--- src/rtl/oms_pkg.sv ---
// ---------------------------------------------------------------------------
// oms_pkg
// Shared definitions for the odd-multiple-storage (OMS) LUT multiplier family.
//   - oms_state_t  : sequencer states of the clocked multiplier
//   - digit helpers: LUT depth, LUT index width and shift-amount width for an
//                    L-bit digit, usable in localparam expressions
// No ports (package).
// ---------------------------------------------------------------------------
package oms_pkg;

    typedef enum logic [2:0] {
        EMPTY,
        FILL,
        IDLE,
        BUSY,
        HOLD
    } oms_state_t;

    localparam int OMS_DEFAULT_L = 4;

    // Number of odd multiples stored for an l-bit digit: 1A, 3A, ..., (2^l-1)A.
    function automatic int oms_lut_depth(input int l);
        return 1 << (l - 1);
    endfunction

    // Index into the odd-multiple LUT; clamped to 1 bit for the degenerate l=1.
    function automatic int oms_idx_w(input int l);
        return (l > 1) ? (l - 1) : 1;
    endfunction

    // Width of the trailing-zero count of an l-bit digit.
    function automatic int oms_shift_w(input int l);
        return (l > 1) ? $clog2(l) : 1;
    endfunction

endpackage

--- src/rtl/oms_digit_decode.sv ---
// ---------------------------------------------------------------------------
// oms_digit_decode
// Combinational split of an L-bit digit d into the form d = odd << shift, so
// that d*A can be read from an odd-multiple LUT and shifted.
// Ports:
//   digit  in  L     digit to decode
//   zero   out 1     digit is zero (contributes nothing)
//   idx    out L-1   LUT index of the odd part: (odd-1)/2
//   shift  out clog2(L) trailing zeros of the digit
// ---------------------------------------------------------------------------
module oms_digit_decode
    import oms_pkg::*;
#(
    parameter int L = OMS_DEFAULT_L,
    localparam int IW = oms_idx_w(L),
    localparam int SW = oms_shift_w(L)
) (
    input  logic [L-1:0]  digit,
    output logic          zero,
    output logic [IW-1:0] idx,
    output logic [SW-1:0] shift
);

    logic [L-1:0] odd;
    logic         found;

    // The lowest set bit gives the shift; the odd part's top bits are the index
    // because (odd-1)/2 simply drops the always-set LSB.
    always_comb begin
        zero  = (digit == '0);
        shift = '0;
        found = 1'b0;
        for (int i = 0; i < L; i++) begin
            if (!found && digit[i]) begin
                shift = SW'(i);
                found = 1'b1;
            end
        end
        odd = digit >> shift;
        idx = IW'(odd >> 1);
    end

endmodule

--- src/rtl/oms_lut_mult_seq.sv ---
// ---------------------------------------------------------------------------
// oms_lut_mult_seq
// Sequential OMS LUT multiplier: product = x * A, one L-bit digit per cycle.
// The LUT holds only the odd multiples of A and is rebuilt by a one-adder
// fill sequencer whenever a new coefficient is loaded.
// Ports:
//   clk        in  1        clock, rising edge
//   reset_n    in  1        asynchronous active-low reset
//   coef_load  in  1        request to load coef and rebuild the LUT
//   coef       in  A_W      coefficient A
//   lut_ready  out 1        LUT valid for the current coefficient
//   in_valid   in  1        operand valid
//   in_ready   out 1        operand can be accepted
//   x          in  X_W      operand
//   out_valid  out 1        product valid
//   out_ready  in  1        consumer takes the product
//   product    out A_W+X_W  exact unsigned x*A
// ---------------------------------------------------------------------------
module oms_lut_mult_seq
    import oms_pkg::*;
#(
    parameter int A_W = 5,
    parameter int X_W = 8,
    parameter int L   = 4
) (
    input  logic               clk,
    input  logic               reset_n,
    input  logic               coef_load,
    input  logic [A_W-1:0]     coef,
    output logic               lut_ready,
    input  logic               in_valid,
    output logic               in_ready,
    input  logic [X_W-1:0]     x,
    output logic               out_valid,
    input  logic               out_ready,
    output logic [A_W+X_W-1:0] product
);

    localparam int DIGITS = X_W / L;
    localparam int P_W    = A_W + X_W;
    localparam int DEPTH  = oms_lut_depth(L);
    localparam int IW     = oms_idx_w(L);
    localparam int SW     = oms_shift_w(L);
    localparam int E_W    = A_W + L;
    localparam int FC_W   = (DEPTH > 1) ? $clog2(DEPTH) : 1;
    localparam int DC_W   = $clog2(DIGITS + 1);

    oms_state_t     state;
    oms_state_t     state_next;

    logic [A_W-1:0] coef_q;
    logic [E_W-1:0] lut [DEPTH];
    logic [E_W-1:0] fill_val;
    logic [FC_W-1:0] fill_cnt;
    logic [X_W-1:0] x_sh;
    logic [DC_W-1:0] dig_cnt;
    logic [P_W-1:0] acc;
    logic [P_W-1:0] contrib;

    logic           dig_zero;
    logic [IW-1:0]  dig_idx;
    logic [SW-1:0]  dig_shift;

    logic           load_accept;
    logic           in_fire;
    logic           fill_last;
    logic           digits_done;

    assign load_accept = coef_load && (state == EMPTY || state == IDLE || state == HOLD);
    assign in_fire     = in_valid && in_ready;
    assign fill_last   = (fill_cnt == FC_W'(DEPTH - 1));
    assign digits_done = (dig_cnt == DC_W'(DIGITS));

    oms_digit_decode #(.L(L)) u_decode (
        .digit (x_sh[L-1:0]),
        .zero  (dig_zero),
        .idx   (dig_idx),
        .shift (dig_shift)
    );

    // Odd multiple shifted back by its trailing zeros and by the digit weight.
    always_comb begin
        contrib = '0;
        if (!dig_zero) begin
            contrib = P_W'(lut[dig_idx]) << (32'(dig_shift) + 32'(dig_cnt) * 32'(L));
        end
    end

    always_ff @(posedge clk or negedge reset_n) begin
        if (!reset_n) begin
            state <= EMPTY;
        end else begin
            state <= state_next;
        end
    end

    // A coefficient load wins over an operand in IDLE (in_ready is gated low)
    // and over the pending product in HOLD.
    always_comb begin
        state_next = state;
        lut_ready  = 1'b0;
        in_ready   = 1'b0;
        out_valid  = 1'b0;
        case (state)
            EMPTY: begin
                if (coef_load) state_next = FILL;
            end
            FILL: begin
                if (fill_last) state_next = IDLE;
            end
            IDLE: begin
                lut_ready = 1'b1;
                in_ready  = !coef_load;
                if (coef_load)     state_next = FILL;
                else if (in_valid) state_next = BUSY;
            end
            BUSY: begin
                lut_ready = 1'b1;
                if (digits_done) state_next = HOLD;
            end
            HOLD: begin
                lut_ready = 1'b1;
                out_valid = 1'b1;
                if (coef_load)      state_next = FILL;
                else if (out_ready) state_next = IDLE;
            end
            default: state_next = EMPTY;
        endcase
    end

    // Fill writes A, 3A, 5A, ... using a running sum stepped by 2A. BUSY runs
    // DIGITS accumulate cycles plus one cycle that moves the accumulator into
    // product, so product never shows a partial sum.
    always_ff @(posedge clk or negedge reset_n) begin
        if (!reset_n) begin
            coef_q   <= '0;
            fill_val <= '0;
            fill_cnt <= '0;
            x_sh     <= '0;
            dig_cnt  <= '0;
            acc      <= '0;
            product  <= '0;
            for (int i = 0; i < DEPTH; i++) begin
                lut[i] <= '0;
            end
        end else begin
            if (load_accept) begin
                coef_q   <= coef;
                fill_val <= E_W'(coef);
                fill_cnt <= '0;
            end else if (state == FILL) begin
                lut[fill_cnt] <= fill_val;
                fill_val      <= fill_val + (E_W'(coef_q) << 1);
                fill_cnt      <= fill_cnt + FC_W'(1);
            end

            if (in_fire) begin
                x_sh    <= x;
                acc     <= '0;
                dig_cnt <= '0;
            end else if (state == BUSY) begin
                if (digits_done) begin
                    product <= acc;
                end else begin
                    acc     <= acc + contrib;
                    x_sh    <= x_sh >> L;
                    dig_cnt <= dig_cnt + DC_W'(1);
                end
            end
        end
    end

endmodule

--- config.mk ---
export PLATFORM = sky130hd
export DESIGN_NAME = oms_lut_mult_seq
export DESIGN_NICKNAME = d
export VERILOG_FILES = /design/src/rtl/oms_pkg.sv /design/src/rtl/oms_digit_decode.sv /design/src/rtl/oms_lut_mult_seq.sv
export SDC_FILE = /design/constraint.sdc
export NUM_CORES = 1
export LEC_CHECK = 0
export CAP_MARGIN = 20
export CORE_MARGIN = 8
export CORE_UTILIZATION = 39
export CTS_CLUSTER_SIZE = 40
export DETAILED_ROUTE_END_ITERATION = 7
export SYNTH_ARGS = -nofsm -noshare
export SYNTH_HDL_FRONTEND = slang
export SYNTH_HIERARCHICAL = 1
export SYNTH_SLANG_ARGS = --single-unit
--- constraint.sdc ---
create_clock -name clk -period 5.05 [get_ports clk]
set_input_delay 1.01 -clock clk [delete_from_list [all_inputs] [get_ports clk]]
set_output_delay 1.01 -clock clk [all_outputs]
set_load 0.05 [all_outputs]
Word level (Yosys, flattened, before mapping)
Cells that the tools add are included.
Word-level totals
  output and inout bits: 16
  input port bits: 18
  flip-flop bits (word level): 128
  logic and storage cells: 100
Operators by class
  shifts and indexed selects: 2
  reductions and logical operators: 21
  add/sub/neg operators: 5
  $lt $le $gt $ge: 3
  muxes and demuxes: 37
  bitwise logic cells: 4
  equal/unequal tests: 12
Operator list (number)
  bitwise mux 72 bit: 1
  2-to-1 mux 13 bit: 4
  2-to-1 mux 9 bit: 5
  binary-select mux 9 bit (select 3 bit): 1
  demux 9 bit (select 3 bit): 1
  2-to-1 mux 3 bit: 9
  2-to-1 mux 8 bit: 3
  case mux 3 bit (5 select lines): 1
  adder 13 bit: 1
  left shift 9 x 5 -> 13 bit: 1
  2-to-1 mux 2 bit: 5
  adder 9 x 6 -> 9 bit: 1
  >= comparator 4 bit (second input constant): 2
  inequality test 2 bit (second input constant): 4
  NOT 3 -> 4 bit: 2
  2-to-1 mux 1 bit: 7
  == test 3 x 2 -> 1 bit (second input constant): 2
  == test 3 bit (second input constant): 2
  logical AND 1 bit: 6
  inequality test 3 bit (second input constant): 2
  adder 2 x 4 -> 5 bit: 1
  AND reduction 5 bit: 1
  zero test 1 bit: 4
  zero test 4 bit: 1
  other kinds (13): 17

Logic depth before layout (Yosys ltp)
Gate-level depths: netlist of run 1.
  depth in word-level cells: 21
  mapped depth: 20
  mapped depth without buffers: 18

Hierarchy
The synthesis of run 1 kept the hierarchy.
Modules (own cells, without submodules)
  oms_lut_mult_seq: sequential area each 3203.1 sq um, area an instance 6662.6 sq um, cells an instance 564, times used 1
  oms_digit_decode: sequential area each 0.0 sq um, area an instance 75.1 sq um, cells an instance 13, times used 1

Worst setup path after synthesis of run 1
OpenSTA, ideal clock, no wires.
  path type: reg2reg
  from: reg x_sh[0]
  to: reg acc[10]
  path buffers: 2
  data required time: 4.914 ns
  slack: 1.013 ns
  cell stages (with the launch flop): 18
  arrival: 3.902 ns
  setup time: 0.136 ns
  cells stage by stage: dfrtp_1 nand2b_1 a21oi_2 buf_6 buf_8 mux4_2 mux2_2 mux4_2 mux2i_4 nor2_1 ha_1 o21a_1 o31ai_1 a21oi_1 or2_2 a211oi_1 xor2_1 o21ai_0
Between the ends
  cells in the longest elaborated chain, start to end: 21
  elaborated cells on any way between the ends: 25
Ends and longest elaborated chain
  from (decl): line oms_lut_mult_seq.sv:55  | logic [X_W-1:0] x_sh;
  from (signal assigned): line oms_lut_mult_seq.sv:166  | x_sh <= x_sh >> L;
  2-to-1 mux 1 bit: line oms_digit_decode.sv:34  | if (!found && digit[i]) begin
  zero test 1 bit: line oms_digit_decode.sv:34
  logical AND 1 bit: line oms_digit_decode.sv:34
  2-to-1 mux 1 bit: line oms_digit_decode.sv:34
  zero test 1 bit: line oms_digit_decode.sv:34
  logical AND 1 bit: line oms_digit_decode.sv:34
  2-to-1 mux 1 bit: line oms_digit_decode.sv:34
  zero test 1 bit: line oms_digit_decode.sv:34
  [... 3 more ...]
  named net dig_idx[0]: line oms_lut_mult_seq.sv:61  | logic [IW-1:0] dig_idx;
  [... 1 more ...]
  binary-select mux 9 bit (select 3 bit) (*): line oms_lut_mult_seq.sv:85  | contrib = P_W'(lut[dig_idx]) << (32'(dig_shift) + 32'(dig_cnt) * 32'(L));
  2-to-1 mux 9 bit (not written as such) (*) (2 in a row): line oms_lut_mult_seq.sv:85
  left shift 9 x 5 -> 13 bit (*): line oms_lut_mult_seq.sv:85
  2-to-1 mux 13 bit (*): line oms_lut_mult_seq.sv:84  | if (!dig_zero) begin
  adder 13 bit (*): line oms_lut_mult_seq.sv:165  | acc <= acc + contrib;
  2-to-1 mux 13 bit (*): line oms_lut_mult_seq.sv:162  | if (digits_done) begin
  2-to-1 mux 13 bit (*): line oms_lut_mult_seq.sv:161  | end else if (state == BUSY) begin
  2-to-1 mux 13 bit (*): line oms_lut_mult_seq.sv:157  | if (in_fire) begin
  to (signal assigned): line oms_lut_mult_seq.sv:165
  to (decl): line oms_lut_mult_seq.sv:57  | logic [P_W-1:0] acc;
Mark *: on every way through the listed nets, which the timed path passes. The rest lies on a longest branch. The select of a mux whose other input is x is not followed.
A chain may end at the register's enable or synchronous reset.

Worst setup path after layout of run 1
  from: reg x_sh[0]
  to: reg acc[12]
The elaborated chain is that of the path after synthesis.

==> flow_metrics.tcl, run 1 <==
set metrics [dict create \
    async_flop_share_pct 100 \
    drt_iter0_drc 235 \
    cp-end-kind "flip-flop" \
    cts-resized-gates 0 \
    cts_buffers 17 \
    reg2reg_depth 17 \
    crit_fanout 26 \
    timing.rr.start "x_sh[0]" \
    io_buffers 33 \
    grt.overflow.total 0 \
    dp_slack_ps 642 \
    vias 4473 \
    reg2reg_slack_ps 540 \
    design.core.area_um2 17100 \
    cts.sinks 128 \
    path_clk_slew_ps 60 \
    grt_usage_pct 14.5 \
    via_per_inst 5.27 \
    synth_area_leaders "dfrtp_1 48%, mux2_2 16%, mux4_2 4.3%" \
    hold_path.class "input pin to async pin" \
    nFillCells 1543 \
    dieArea_um2 21700 \
    ant_nets 0 \
    nNetsFinal 650 \
    status "finished clean" \
    tns_ps 0 \
    ys_top_cells_by_count "128 x dfrtp_1, 94 x mux2_2, 66 x nand2_1" \
    antenna_found_initial 0 \
    clock_latency_ps 420 \
    yosysSeqAreaShare_pct 47.5 \
    wl_per_cell_um 17.5 \
    setup_viol 0 \
    cellLeakagePower_uw 0.00370 \
    relSlewSlack_pct 46.2 \
    setup_slack_ps 544 \
    cts_htree_levels 4 \
    power_density_nw_per_um2 683 \
    yosysTopAreaCell "dfrtp_1" \
    ys_types 55 \
    route.detailed.drc 0 \
    ys_warn_count 6 \
    maxCapViolCount 0 \
    skew_ps 9.46 \
    syn-cell-area_um2 6740 \
    cts_setup_buffers 0 \
    cts_buffer_depth 2 \
    diodes 0 \
    syn_to_final_growth_pct 19.0 \
    syn_inst 577 \
    dpl.hpwl_um 10100 \
    critPathKind "flip-flop to flip-flop" \
    hold_violations 0 \
    grt_pass1_wl_um 24900 \
    worst_slew_pin_slew_ps 802 \
    dr.pass1.iters 4 \
    maxSlewViolCount 0 \
    postCtsHoldBufs 0 \
    grt_pass1_vias 4680 \
    worstPathRequired_ps 5400 \
    ios 34 \
    finalCritPeriodShare_pct 89.2 \
    rsz0062_at_grt "false" \
    synth.top_cell.area_share_pct 47.5 \
    fmax_mhz 222 \
    synth_most_common_cell "dfrtp_1" \
    initial_core_util_pct 39.4 \
    syn_nets 617 \
    max-vdd-ir-drop_mv 0.295 \
    gp_congestion 0.869 \
    grt_max_degree 81 \
    synth_seq_cells 128 \
    wirelength_um 14900 \
    cts_tree "done" \
    min_period_ps 4510 \
    syn_avg_cell_area_um2 11.7 \
    die_y_um 147 \
    ys.flop_type "dfrtp_1" \
    startpoint_type "flip-flop" \
    synth-edff-count 0 \
    worstReg2RegEnd "acc[12]" \
    arrival_ps 4860 \
    rows 48 \
    drive_above_1_share_pct 26.0 \
    die_x_um 147 \
    cts-root-buf "clkbuf_16" \
]
-- cell families (layout without fill, tap and decap cells) --
group	count (synthesis)	in the layout	synth area share (%)
AND/OR/NAND/NOR	149	149	10.2
multiplexers	129	129	24.5
flip-flops	128	128	47.5
AO/OA/AOI/OAI	92	92	8.54
buffers and inverters	41	87	2.71
adder cells (fa/ha/maj)	22	22	4.31
XOR/XNOR	16	16	2.19
-- flip-flops by register name (all words and copies together), names as in the netlist --
name / flops
lut: 72
acc: 13
fill_cnt: 3
coef_q: 5
state: 3
x_sh: 8
fill_val: 9
product: 13
dig_cnt: 2
-- through the flow --
step	power (µW)	cells	hold slack, ps	area [µm²]	util, %
3_3_place_gp	3980	815	460	7290	42.6
4_1_cts	5530	847	477	7990	46.7
3_5_place_dp	4060	815	464	7290	42.6
6_report	5480	848	449	8020	46.9
5_1_grt	5870	848	452	8020	46.9
2_1_floorplan	3470	577	442	6740	-
-- per-layer routing --
| layer | vias to the layer above | share of wire, % | global-route usage, % |
|---|---|---|---|
| met5 | - | 0 | 0 |
| li1 | 2136 | - | - |
| met3 | 8 | 3.8 | 3.88 |
| met1 | 2266 | 46 | 18.2 |
| met4 | 0 | 0.77 | 4.49 |
| met2 | 63 | 50 | 24.0 |
-- final cells by class --
type / instances / area (µm²) / area share [%]
multi-input combinational: 408 / 3360 / 41.9
tap: 225 / 282 / 3.51
clock buffer: 21 / 480 / 5.99
inverter: 13 / 48.8 / 0.608
clock inverter: 11 / 221 / 2.76
sequential: 128 / 3200 / 39.9
timing repair buffer: 42 / 428 / 5.34
-- worst max path at each step --
stage | start | to | slack (ps) | depth (start not counted)
finish | x_sh[0] | acc[12] | 540 | 17
global route | x_sh[0] | acc[11] | 270 | 17
CTS | x_sh[0] | acc[12] | 570 | 17
detailed placement | x_sh[0] | acc[10] | 640 | 17
global placement | x_sh[0] | acc[12] | 690 | 17
floorplan | x_sh[0] | acc[10] | 1010 | 17
-- placed cells by master (no fill, tap or decap), drive strengths merged, types with 15 or more instances in the layout --
master	instances
o21ai	39
mux2	98
nor2	37
clkbuf	21
mux4	17
dfrtp	128
nand2	66
ha	20
a21oi	19
clkdlybuf4s50	32
inv	15
-- report_power, final --
| part | internal (µW) | total (µW) | switching [µW] |
|---|---|---|---|
| sequential | 1400 | 1730 | 328 |
| clock | 982 | 1440 | 458 |
| combinational | 1070 | 2310 | 1240 |
-- critical path, cell delays in order, from the launching register on --
cell	delay, ps
dfrtp_1	470
nand2b_1	210
a21oi_2	210
buf_12	230
mux2_2	360
mux4_2	540
mux4_2	510
nor2_1	110
o32a_1	180
nor2_1	70
ha_1	390
a21oi_1	160
nor2b_1	80
nor4_1	220
a21oi_1	160
xnor2_2	160
or3_1	330
o21ai_2	60
Note: power is estimated with default switching activity, not from simulation.
==> run 2, diff against run 1 <==
- clock period: 5.05 -> 4.13 ns (I/O delays scaled with it)
==> run 2 against run 1 <==
  * The run now ends with negative setup slack left
  * Register-to-register slack got worse by 550 ps
  * Worst setup slack got worse by 550 ps
  * Sequential share of layout area fell by 1.0 points
  * Via count rose by 3.0%
  * Critical path depth rose by 1
  * Clock skew fell by 1.7 ps
  * Clock power barely moved
  * Final area rose by 2.7%
  * Critical endpoint unchanged
  * Highest routed layer unchanged
==> flow_metrics.tcl, run 2 (synthesis gave the netlist of run 1 again) <==
set metrics [dict create \
    final_common_cell "dfrtp_1" \
    slowest_stage "mux4_2" \
    arrival_ps 4480 \
    vias 4609 \
    dp.cells 842 \
    dpl.hpwl_um 10300 \
    finish.instance_area_um2 8230 \
    fmax_mhz 242 \
    crit_chain "nand2b_4 > a21oi_4 > buf_12 > buf_16 > mux4_2 > mux2_4 > mux4_2 > nor2_1 > o32a_1 > nor2_1 > ha_1 > a21oi_2 > nor2b_1 > nor4_1 > a21oi_1 > xnor2_2 > or3_1 > o21ai_2" \
    die_x_um 147 \
    die_y_um 147 \
    rsz0062_at_grt "true" \
    fin_cells 879 \
    grt.overflow.total 0 \
    grt_max_degree 69 \
    cellLeakagePower_uw 0.00382 \
    tns_ps -2.55 \
    power_density_nw_per_um2 828 \
    nNetsFinal 681 \
    via_per_inst 5.24 \
    cts-root-buf "clkbuf_16" \
    skew_ps 7.78 \
    crit_fanout 7 \
    hold_violations 0 \
    violations "negative setup slack" \
    io_buffers 33 \
    cp_num_buf_inv 2 \
    relSlewSlack_pct 41.0 \
    gp_congestion 0.893 \
    postCtsHoldBufs 0 \
    finalCritPeriodShare_pct 100 \
    wl_per_cell_um 17.2 \
    largest_register "lut" \
    placed_area_um2 7520 \
    route.detailed.drc 0 \
    drive_above_1_share_pct 30.4 \
    cts_htree_levels 4 \
    clock_latency_ps 410 \
    design.core.area_um2 17100 \
    dr.pass1.iters 4 \
    cts_buffer_depth 2 \
    maxSlewViolCount 0 \
    slowest_delay_ps 510 \
    largestRegisters "lut: 72 flops, acc: 13 flops, product: 13 flops" \
    cts_buffers 17 \
    maxCapViolCount 0 \
    drt_iter0_drc 220 \
    grt_pass1_vias 4829 \
    setup_slack_ps -2.55 \
    ios 34 \
    path_clk_slew_ps 60 \
    largest_register_ffs 72 \
    cp-end-kind "flip-flop" \
    dp_slack_ps -59.8 \
    diodes 0 \
    holdWs_ps 477 \
    min_period_ps 4130 \
    crit_family "multiplexers" \
    initial_core_util_pct 39.4 \
    worstPathRequired_ps 4470 \
    cts.sinks 128 \
    dieArea_um2 21700 \
    grt_usage_pct 14.8 \
    mostFrequentLayoutCells "128 x dfrtp_1, 90 x mux2_2, 66 x nand2_1, 35 x nor2_1, 34 x buf_4" \
    hold_path.class "flip-flop to flip-flop" \
    wirelength_um 15100 \
    worst_slew_pin_slew_ps 880 \
    startpoint_type "flip-flop" \
    grt_pass1_wl_um 25500 \
    cts_tree "done" \
    syn_to_final_growth_pct 22.2 \
    ant_nets 0 \
    critPathKind "flip-flop to flip-flop" \
    rows 48 \
    setup_viol 1 \
    status "finished with violations" \
    antenna_found_initial 0 \
    max-vdd-ir-drop_mv 0.398 \
]
## run 2: cell types whose count changed in the layout (fill, tap and decap cells not counted), sizes merged
cell / delta
buf: +30
bufinv: -5
clkbuf: +4
clkinv: +2
## run 2: layout make-up
cell class | count | area [µm²]
Fill cell | 1501 | 8880
Multi-Input combinational cell | 408 | 3410
Sequential cell | 128 | 3200
Timing Repair Buffer | 73 | 719
Clock buffer | 24 | 492
Tap cell | 225 | 282
Clock inverter | 8 | 77.6
Inverter | 13 | 48.8
## run 2: path summary, 6_finish.rpt
path,start,endpoint,slack (ps),cells after the start
worst max-delay path,x_sh[0],acc[12],-3,18
worst min-delay path,lut[29],lut[29],480,2
worst max register to register,x_sh[0],acc[12],-3,18
worst min register to register,lut[29],lut[29],480,2
max in group asynchronous,reset_n,lut[62],2790,2
min in group asynchronous,reset_n,x_sh[4],500,1
## run 2: where the power goes
group,internal (µW),switching [µW]
Clock,892,534
Combinational,1640,1650
Sequential,1720,390
## run 2: tightest hold or removal path, delay by kind of cell, from the launching register on
family	cells	cell delay [ps]
AO/OA/AOI/OAI	1	60
flip-flops	1	330
AND/OR/NAND/NOR	1	50
## run 2: metal layers
layer / vias to the layer above / routed length [µm] / GRT usage [%]
met5: - / 0 / 0
met4: 0 / 134 / 4.79
met3: 12 / 599 / 3.91
met2: 77 / 7480 / 24.1
met1: 2314 / 6890 / 18.8
li1: 2206 / - / -
## run 2: through the flow
step                util, %  total power, µW
detailed placement     43.9             5250
CTS                    47.8             6800
floorplan                 -             4240
finish                 48.1             6820
global placement       43.9             5130
global route           48.1             7330
## run 2: timing repair
item	CTS	global route
cloned	1	1
setup endpoints to repair	5	6
buffers inserted	2	1
pin swaps	4	6
gates resized for setup	9	10
